## config.mk

```make
export PLATFORM = sky130hd
export DESIGN_NAME = wb_queue
export DESIGN_NICKNAME = d
export VERILOG_FILES = /design/src/rtl/wb_queue.sv
export SDC_FILE = /design/constraint.sdc
export NUM_CORES = 1
export LEC_CHECK = 0
export ABC_AREA = 1
export BUFFER_PORTS_ARGS = -buffer_cell sky130_fd_sc_hd__buf_2
export CAP_MARGIN = 20
export CELL_PAD_IN_SITES_DETAIL_PLACEMENT = 0
export CELL_PAD_IN_SITES_GLOBAL_PLACEMENT = 1
export CORE_ASPECT_RATIO = 0.7
export CORE_MARGIN = 1
export CORE_UTILIZATION = 25
export DETAILED_ROUTE_END_ITERATION = 8
export PLACE_DENSITY = 0.54
export SYNTH_ARGS = -nofsm -noshare
export SYNTH_HDL_FRONTEND = slang
export SYNTH_SLANG_ARGS = --single-unit
export TNS_END_PERCENT = 30
```

## constraint.sdc

```tcl
create_clock -name clk -period 3.6 [get_ports clk]
set_input_delay 0.36 -clock clk [delete_from_list [all_inputs] [get_ports clk]]
set_output_delay 0.36 -clock clk [all_outputs]
set_load 0.02 [all_outputs]
```

## src/rtl/wb_queue.sv

```systemverilog
// wb_queue: in-order writeback buffer between the load/ALU result paths and
// the register file write port, with forwarding lookup over the pending entries.
// Ports:
//   clk, rst_n                      clock, asynchronous active-low reset
//   ld_valid/ld_rd/ld_data          load-result writeback request
//   alu_valid/alu_rd/alu_data       ALU-result writeback request
//   stall                           fewer than two entries free
//   A3/WD3/WE3                      register file write port (head entry)
//   q_a1/q_a2                       forwarding lookup addresses
//   fwd1_hit/fwd1_data, fwd2_*      youngest pending match for each lookup
//   count                           number of valid entries
module wb_queue #(
    parameter int DEPTH = 4
) (
    input  logic                       clk,
    input  logic                       rst_n,
    input  logic                       ld_valid,
    input  logic [4:0]                 ld_rd,
    input  logic [31:0]                ld_data,
    input  logic                       alu_valid,
    input  logic [4:0]                 alu_rd,
    input  logic [31:0]                alu_data,
    output logic                       stall,
    output logic [4:0]                 A3,
    output logic [31:0]                WD3,
    output logic                       WE3,
    input  logic [4:0]                 q_a1,
    input  logic [4:0]                 q_a2,
    output logic                       fwd1_hit,
    output logic [31:0]                fwd1_data,
    output logic                       fwd2_hit,
    output logic [31:0]                fwd2_data,
    output logic [$clog2(DEPTH):0]     count
);
    localparam int AW = $clog2(DEPTH);
    localparam logic [AW:0] MAXC = (AW+1)'(DEPTH - 2);

    logic [4:0]    rd_q [DEPTH];
    logic [4:0]    rd_d [DEPTH];
    logic [31:0]   data_q [DEPTH];
    logic [31:0]   data_d [DEPTH];
    logic [AW-1:0] head_q, head_d, tail_q, tail_d, alu_slot;
    logic [AW:0]   count_q, count_d;
    logic          push_ld, push_alu, pop;

    assign stall    = count_q > MAXC;
    assign push_ld  = ld_valid && ld_rd != 5'd0 && !stall;
    assign push_alu = alu_valid && alu_rd != 5'd0 && !stall;
    assign pop      = count_q != '0;
    assign WE3      = pop;
    assign A3       = pop ? rd_q[head_q] : 5'd0;
    assign WD3      = pop ? data_q[head_q] : 32'd0;
    assign count    = count_q;

    // ld takes the tail slot first so it is older than a same-cycle alu entry
    always_comb begin
        rd_d     = rd_q;
        data_d   = data_q;
        alu_slot = tail_q + AW'(push_ld);
        if (push_ld) begin
            rd_d[tail_q]   = ld_rd;
            data_d[tail_q] = ld_data;
        end
        if (push_alu) begin
            rd_d[alu_slot]   = alu_rd;
            data_d[alu_slot] = alu_data;
        end
        head_d  = head_q + AW'(pop);
        tail_d  = alu_slot + AW'(push_alu);
        count_d = count_q + (AW+1)'(push_ld) + (AW+1)'(push_alu) - (AW+1)'(pop);
    end

    // Scan oldest to youngest so the last match left standing is the youngest
    always_comb begin
        fwd1_hit  = 1'b0;
        fwd1_data = 32'd0;
        fwd2_hit  = 1'b0;
        fwd2_data = 32'd0;
        for (int i = 0; i < DEPTH; i++) begin
            if ((AW+1)'(i) < count_q && q_a1 != 5'd0 && rd_q[head_q + AW'(i)] == q_a1) begin
                fwd1_hit  = 1'b1;
                fwd1_data = data_q[head_q + AW'(i)];
            end
            if ((AW+1)'(i) < count_q && q_a2 != 5'd0 && rd_q[head_q + AW'(i)] == q_a2) begin
                fwd2_hit  = 1'b1;
                fwd2_data = data_q[head_q + AW'(i)];
            end
        end
    end

    always_ff @(posedge clk or negedge rst_n) begin
        if (!rst_n) begin
            rd_q    <= '{default: '0};
            data_q  <= '{default: '0};
            head_q  <= '0;
            tail_q  <= '0;
            count_q <= '0;
        end else begin
            rd_q    <= rd_d;
            data_q  <= data_d;
            head_q  <= head_d;
            tail_q  <= tail_d;
            count_q <= count_d;
        end
    end
endmodule

```

==> flow_summary.json, run 1 <==
{
  "syn_to_final_growth_pct": 18.6,
  "finClkSkew_ns": 0.0102,
  "yosysSeqAreaShare": 0.269,
  "cts-root-buf": "clkbuf_16",
  "grt_max_degree": 134,
  "yosysWarnings": 0,
  "rr_worst_depth": 13,
  "crit_chain": "clkinvlp_4, buf_4, nand2_1, nand3_1, nand2_1, nand2_1, nand2_1, nor2_1, nand3_2, buf_12, clkinvlp_4, nand3_1, nand3_1, nand2_1, nand2_1, buf_2",
  "detailedRoute.firstPassIterationCount": 6,
  "cts.sinks": 155,
  "path_class": "reg -> out",
  "track_usage": 0.225,
  "num_rows": 73,
  "crit_fanout": 15,
  "place_hpwl_um": 50200,
  "cp-start-kind": "flip-flop",
  "synth_common_cells": "nand2_1 (819), o21ai_0 (390), inv_1 (275), nor2_1 (249), dfrtp_1 (155)",
  "coreArea_mm2": 0.0569,
  "whs_ns": -0.00984,
  "arrival_ns": 3.09,
  "syn_area_mm2": 0.0144,
  "die_h_um": 203,
  "drv_cap": 0,
  "clkTransAtPathRegs_ns": 0.07,
  "post-route-min-period_ns": 3.45,
  "antenna_found_initial": 3,
  "ant_nets": 0,
  "status": "complete, but fails checks",
  "numCtsBuffers": 17,
  "place_area_mm2": 0.0162,
  "slowest_delay_ns": 0.54,
  "die_area_mm2": 0.0587,
  "fmax_mhz": 290,
  "placed_cells": 3299,
  "synth_edf_count": 0,
  "die_w_um": 289,
  "routed_wl_um": 67400,
  "violations": "negative hold slack",
  "ys_ff_latch": 155,
  "synth_top_cell_by_area": "dfrtp_1",
  "stdcell_count": 3346,
  "critPathRequiredTime_ns": 3.24,
  "async_reset_ff_frac": 1.00,
  "slowest_stage": "dfrtp_4",
  "drive_above_1_share": 0.130,
  "htreeDepth": 4,
  "relSlewSlack": 0.412,
  "synthFlopType": "dfrtp_1",
  "setup_viol": 0,
  "crit_top_cell": "nand2_1",
  "drtIter0Drc": 2051,
  "hp-class": "in -> async",
  "synthTopCellsByArea": "dfrtp_1 (27%), nand2_1 (21%), o21ai_0 (14%)",
  "ys_types": 30,
  "vias": 16809,
  "maxSlewViolCount": 0,
  "grt_pass1_vias": 14303,
  "rsz0062_at_grt": "true",
  "finalHoldViolCount": 4,
  "syn_area_per_cell_um2": 5.80,
  "ios": 196,
  "portBuffers": 195,
  "stdcell_area_mm2": 0.0171,
  "gp_congestion": 0.935,
  "endpoint_kind": "primary output",
  "synthesis.nets": 2584,
  "wl_per_cell_um": 20.1,
  "finalCritPeriodShare": 0.958,
  "synth.top_cell.area_share": 0.269,
  "start_util": 0.254,
  "grt_first_pass_wirelength_um": 98200,
  "clk-insertion-delay-late_ns": 0.44,
  "drcViolationCount": 0,
  "clk_path_buf_depth": 2,
  "worst_slew_pin_slew_ns": 0.881,
  "yosysMostFrequentCell": "nand2_1",
  "nNetsFinal": 2676,
  "tritoncts": "built",
  "vias_per_cell": 5.02,
  "grt-ovfl-total": 0,
  "syn_inst": 2488
}
## per-stage QoR
step / util / hold slack [ns] / TNS, ns / setup slack (ns)
6_report: 0.301 / -0.00984 / 0 / 0.151
5_1_grt: 0.301 / 0.0589 / -0.0172 / -0.00928
4_1_cts: 0.297 / 0.0280 / 0 / 0.00161
3_5_place_dp: 0.284 / 0.496 / 0 / 0.220
3_3_place_gp: 0.284 / 0.498 / 0 / 0.291
2_1_floorplan: - / 0.0644 / 0 / 0.543
## sequential cells by signal, summed over array words and instances (netlist names)
| name | flops |
|---|---|
| data_q | 128 |
| rd_q | 20 |
| count | 3 |
| head_q | 2 |
| tail_q | 2 |
## layer usage
metal / GRT usage / wire length [um] / vias to the layer above
met1: 0.394 / 37500 / 7860
met3: 0.0383 / 5440 / 28
met2: 0.267 / 23800 / 683
met5: 0 / 0 / -
li1: - / - / 8238
met4: 0.0342 / 640 / 0
## path summary, 6_finish.rpt
| path | startpoint | end | slack, ns |
|---|---|---|---|
| setup / recovery | head_q[0]$_DFF_PN0_ | fwd2_data[30] | 0.15 |
| hold / removal | rst_n | data_q[20]$_DFF_PN0_ | -0.01 |
| setup reg to reg | count[2]$_DFF_PN0_ | data_q[50]$_DFF_PN0_ | 0.43 |
| hold reg to reg | data_q[84]$_DFF_PN0_ | data_q[84]$_DFF_PN0_ | 0.55 |
| max in group asynchronous | rst_n | data_q[47]$_DFF_PN0_ | 2.76 |
| min in group clk | alu_data[27] | data_q[27]$_DFF_PN0_ | 0.25 |
## cell families after synthesis
| kind of cell | count (synthesis) | share of synthesized area |
|---|---|---|
| and+or+nand+nor | 1269 | 0.356 |
| AOI/OAI and AO/OA | 574 | 0.226 |
| buffers and inverters | 469 | 0.134 |
| DFF | 155 | 0.269 |
| xor gates and xnor gates | 13 | 0.00789 |
| adders and majority gates | 8 | 0.00797 |
## worst max-delay path: cells and delay by family, from the launching register on
kind                   cells  cell delay, ns
flip-flops                 1            0.54
buffers and inverters      5            0.87
AND/OR/NAND/NOR           11            1.21
## area by class of cell
| type | instances | area, um^2 |
|---|---|---|
| tap | 750 | 938 |
| fill | 6367 | 39800 |
| clock buffer | 19 | 443 |
| inverter | 277 | 1050 |
| multi-input combinational | 1864 | 8770 |
| antenna | 3 | 7.51 |
| clock inverter | 13 | 193 |
| timing repair buffer | 265 | 1830 |
| sequential | 155 | 3890 |
## placed cells by master (no fill, tap or decap), types with 4 or more instances in the layout
master      count
inv_1         273
nand2_1       815
clkinvlp_4      4
buf_2         194
nand3_2        10
clkbuf_16      20
nand4_1        68
clkinv_4        5
dfrtp_1       152
nor2_1        246
o21ai_2         4
ha_1            6
buf_4          40
buf_12         16
o211ai_1      150
buf_6           7
o21ai_1        28
nor3_2          5
xor2_1         10
bufinv_16       4
nand3_1       108
nor2_2          6
o21ai_0       385
## repair_timing
action | in CTS | in global routing
gates resized for setup | 10 | 34
setup buffers | 4 | 6
hold buffers | 0 | 0
gates cloned | 0 | 2
endpoints found under the setup margin | 66 | 103
pin swaps | 1 | 2
Power of run 1 is not shown: default switching activity piles up to over one toggle a cycle in this logic, so the estimate is an artifact.
==> run 2, diff against run 1 <==
--- a/config.mk
+++ b/config.mk
@@ -10,7 +10,6 @@
 export CAP_MARGIN = 20
 export CELL_PAD_IN_SITES_DETAIL_PLACEMENT = 0
 export CELL_PAD_IN_SITES_GLOBAL_PLACEMENT = 1
-export CORE_ASPECT_RATIO = 0.7
 export CORE_MARGIN = 1
 export CORE_UTILIZATION = 25
 export DETAILED_ROUTE_END_ITERATION = 8
==> run 2 against run 1 <==
Compared with the run above: the run now ends clean; die area about the same; fmax is essentially flat; first-iteration DRC count down 21%; sequential share of layout area is 0.13 points higher; hold slack improved by 0.25 ns; final cell count is essentially flat; routed wire length is 4.5% lower; non-clock buffer count fell by 8; critical path type unchanged; highest routed layer unchanged.
==> flow_summary.json, run 2 (synthesis results as in run 1) <==
{
  "whs_ns": 0.239,
  "routed_wl_um": 64400,
  "vias_per_cell": 4.96,
  "relSlewSlack": 0.431,
  "grt_first_pass_wirelength_um": 95400,
  "rr_endpoint": "data_q[42]$_DFF_PN0_",
  "setup.worst_path.start": "head_q[0]$_DFF_PN0_",
  "status": "finished, final reports clean",
  "drtIter0Drc": 1619,
  "setup_viol": 0,
  "portBuffers": 195,
  "vias": 16582,
  "tritoncts": "built",
  "min_to": "data_q[55]$_DFF_PN0_",
  "nFillCells": 6369,
  "stdcell_area_mm2": 0.0170,
  "worstHoldPathCells": 3,
  "endpoint_kind": "primary output",
  "coreArea_mm2": 0.0567,
  "critPathRequiredTime_ns": 3.24,
  "slowest_stage": "dfrtp_4",
  "wl_per_cell_um": 19.3,
  "die_h_um": 242,
  "ant_nets": 0,
  "largest-register": "data_q",
  "reg2reg_slack_ns": 0.70,
  "largest_register_ffs": 128,
  "num_rows": 87,
  "worst_slew_pin_slew_ns": 0.844,
  "antenna_found_initial": 0,
  "drive_above_1_share": 0.124,
  "htreeDepth": 4,
  "rr_worst_depth": 13,
  "grt_pass1_vias": 14455,
  "die_area_mm2": 0.0587,
  "drcViolationCount": 0,
  "crit_chain": "inv_1, buf_4, nand2_1, nand3_1, nand2_1, nand2_1, nand2_1, nor2_1, nand3_1, buf_8, clkinvlp_4, nand3_1, nand3_1, nand2_1, nand2_1, buf_2",
  "mostFrequentLayoutCells": "nand2_1 (815), o21ai_0 (386), inv_1 (274), nor2_1 (246), buf_2 (194)",
  "gp_congestion": 0.909,
  "arrival_ns": 3.09,
  "crit_fanout": 29,
  "rr_startpoint": "count[2]$_DFF_PN0_",
  "min_from": "alu_data[23]",
  "cts.sinks": 155,
  "finalCritPeriodShare": 0.958,
  "hp-class": "in -> reg",
  "grt_max_degree": 161,
  "clk_path_buf_depth": 2,
  "die_w_um": 242,
  "grt-ovfl-total": 0,
  "cts-root-buf": "clkbuf_16",
  "final_common_cell": "nand2_1",
  "finalHoldViolCount": 0,
  "nNetsFinal": 2670,
  "fmax_mhz": 290,
  "crit_top_cell": "nand2_1",
  "syn_to_final_growth_pct": 17.9,
  "clk-insertion-delay-late_ns": 0.44,
  "cp-start-kind": "flip-flop",
  "drv_cap": 0,
  "start_util": 0.255,
  "post-route-min-period_ns": 3.45,
  "ios": 196,
  "path_class": "reg -> out",
  "finClkSkew_ns": 0.00401,
  "place_hpwl_um": 46800,
  "numCtsBuffers": 17,
  "place_area_mm2": 0.0161,
  "slowest_delay_ns": 0.51,
  "setup_tns_ns": 0,
  "maxSlewViolCount": 0,
  "clkTransAtPathRegs_ns": 0.06,
  "track_usage": 0.214,
  "detailedRoute.firstPassIterationCount": 6
}
## run 2: worst max-delay path: cells and delay by family (launching register included)
kind,cells,cell delay (ns)
flops,1,0.51
buf+inv,5,0.97
simple gates,11,1.14
## run 2: layer usage
layer / up-vias / wire length [um] / GRT usage
li1: 8249 / - / -
met1: 7669 / 34800 / 0.354
met2: 619 / 24600 / 0.282
met3: 45 / 4050 / 0.0320
met4: 0 / 962 / 0.0374
met5: - / 0 / 0
## run 2: timing repair
action	in CTS	in global routing
hold buffers	1	0
pin swaps	3	5
gates cloned	2	1
endpoints found under the hold margin	42	0
setup buffers	2	6
gates resized for setup	12	31
setup endpoints to repair	39	66
## run 2: area by class of cell
type	count	area [um^2]	share of cell area
Sequential cell	155	3890	0.228
Antenna cell	1	2.50	0.000147
Tap cell	756	946	0.0556
Timing Repair Buffer	257	1750	0.103
Multi-Input combinational cell	1866	8780	0.516
Inverter	277	1050	0.0615
Clock inverter	6	110	0.00647
Clock buffer	25	495	0.0291
## run 2: metrics by stage
stage / worst slack, ns / cells / utilization
3_3_place_gp: 0.346 / 3299 / 0.284
6_report: 0.152 / 3343 / 0.300
4_1_cts: 0.0137 / 3335 / 0.297
3_5_place_dp: 0.306 / 3299 / 0.284
2_1_floorplan: 0.543 / 2488 / -
5_1_grt: -0.000812 / 3342 / 0.300
## run 2: worst max path at each step
stage                                       to
after global placement                fwd1_hit
after global routing             fwd1_data[23]
final                            fwd2_data[18]
after floorplan           data_q[14]$_DFF_PN0_
after CTS                         fwd1_data[1]
after detailed placement         fwd1_data[11]
Power of run 2 is left out for the same reason.
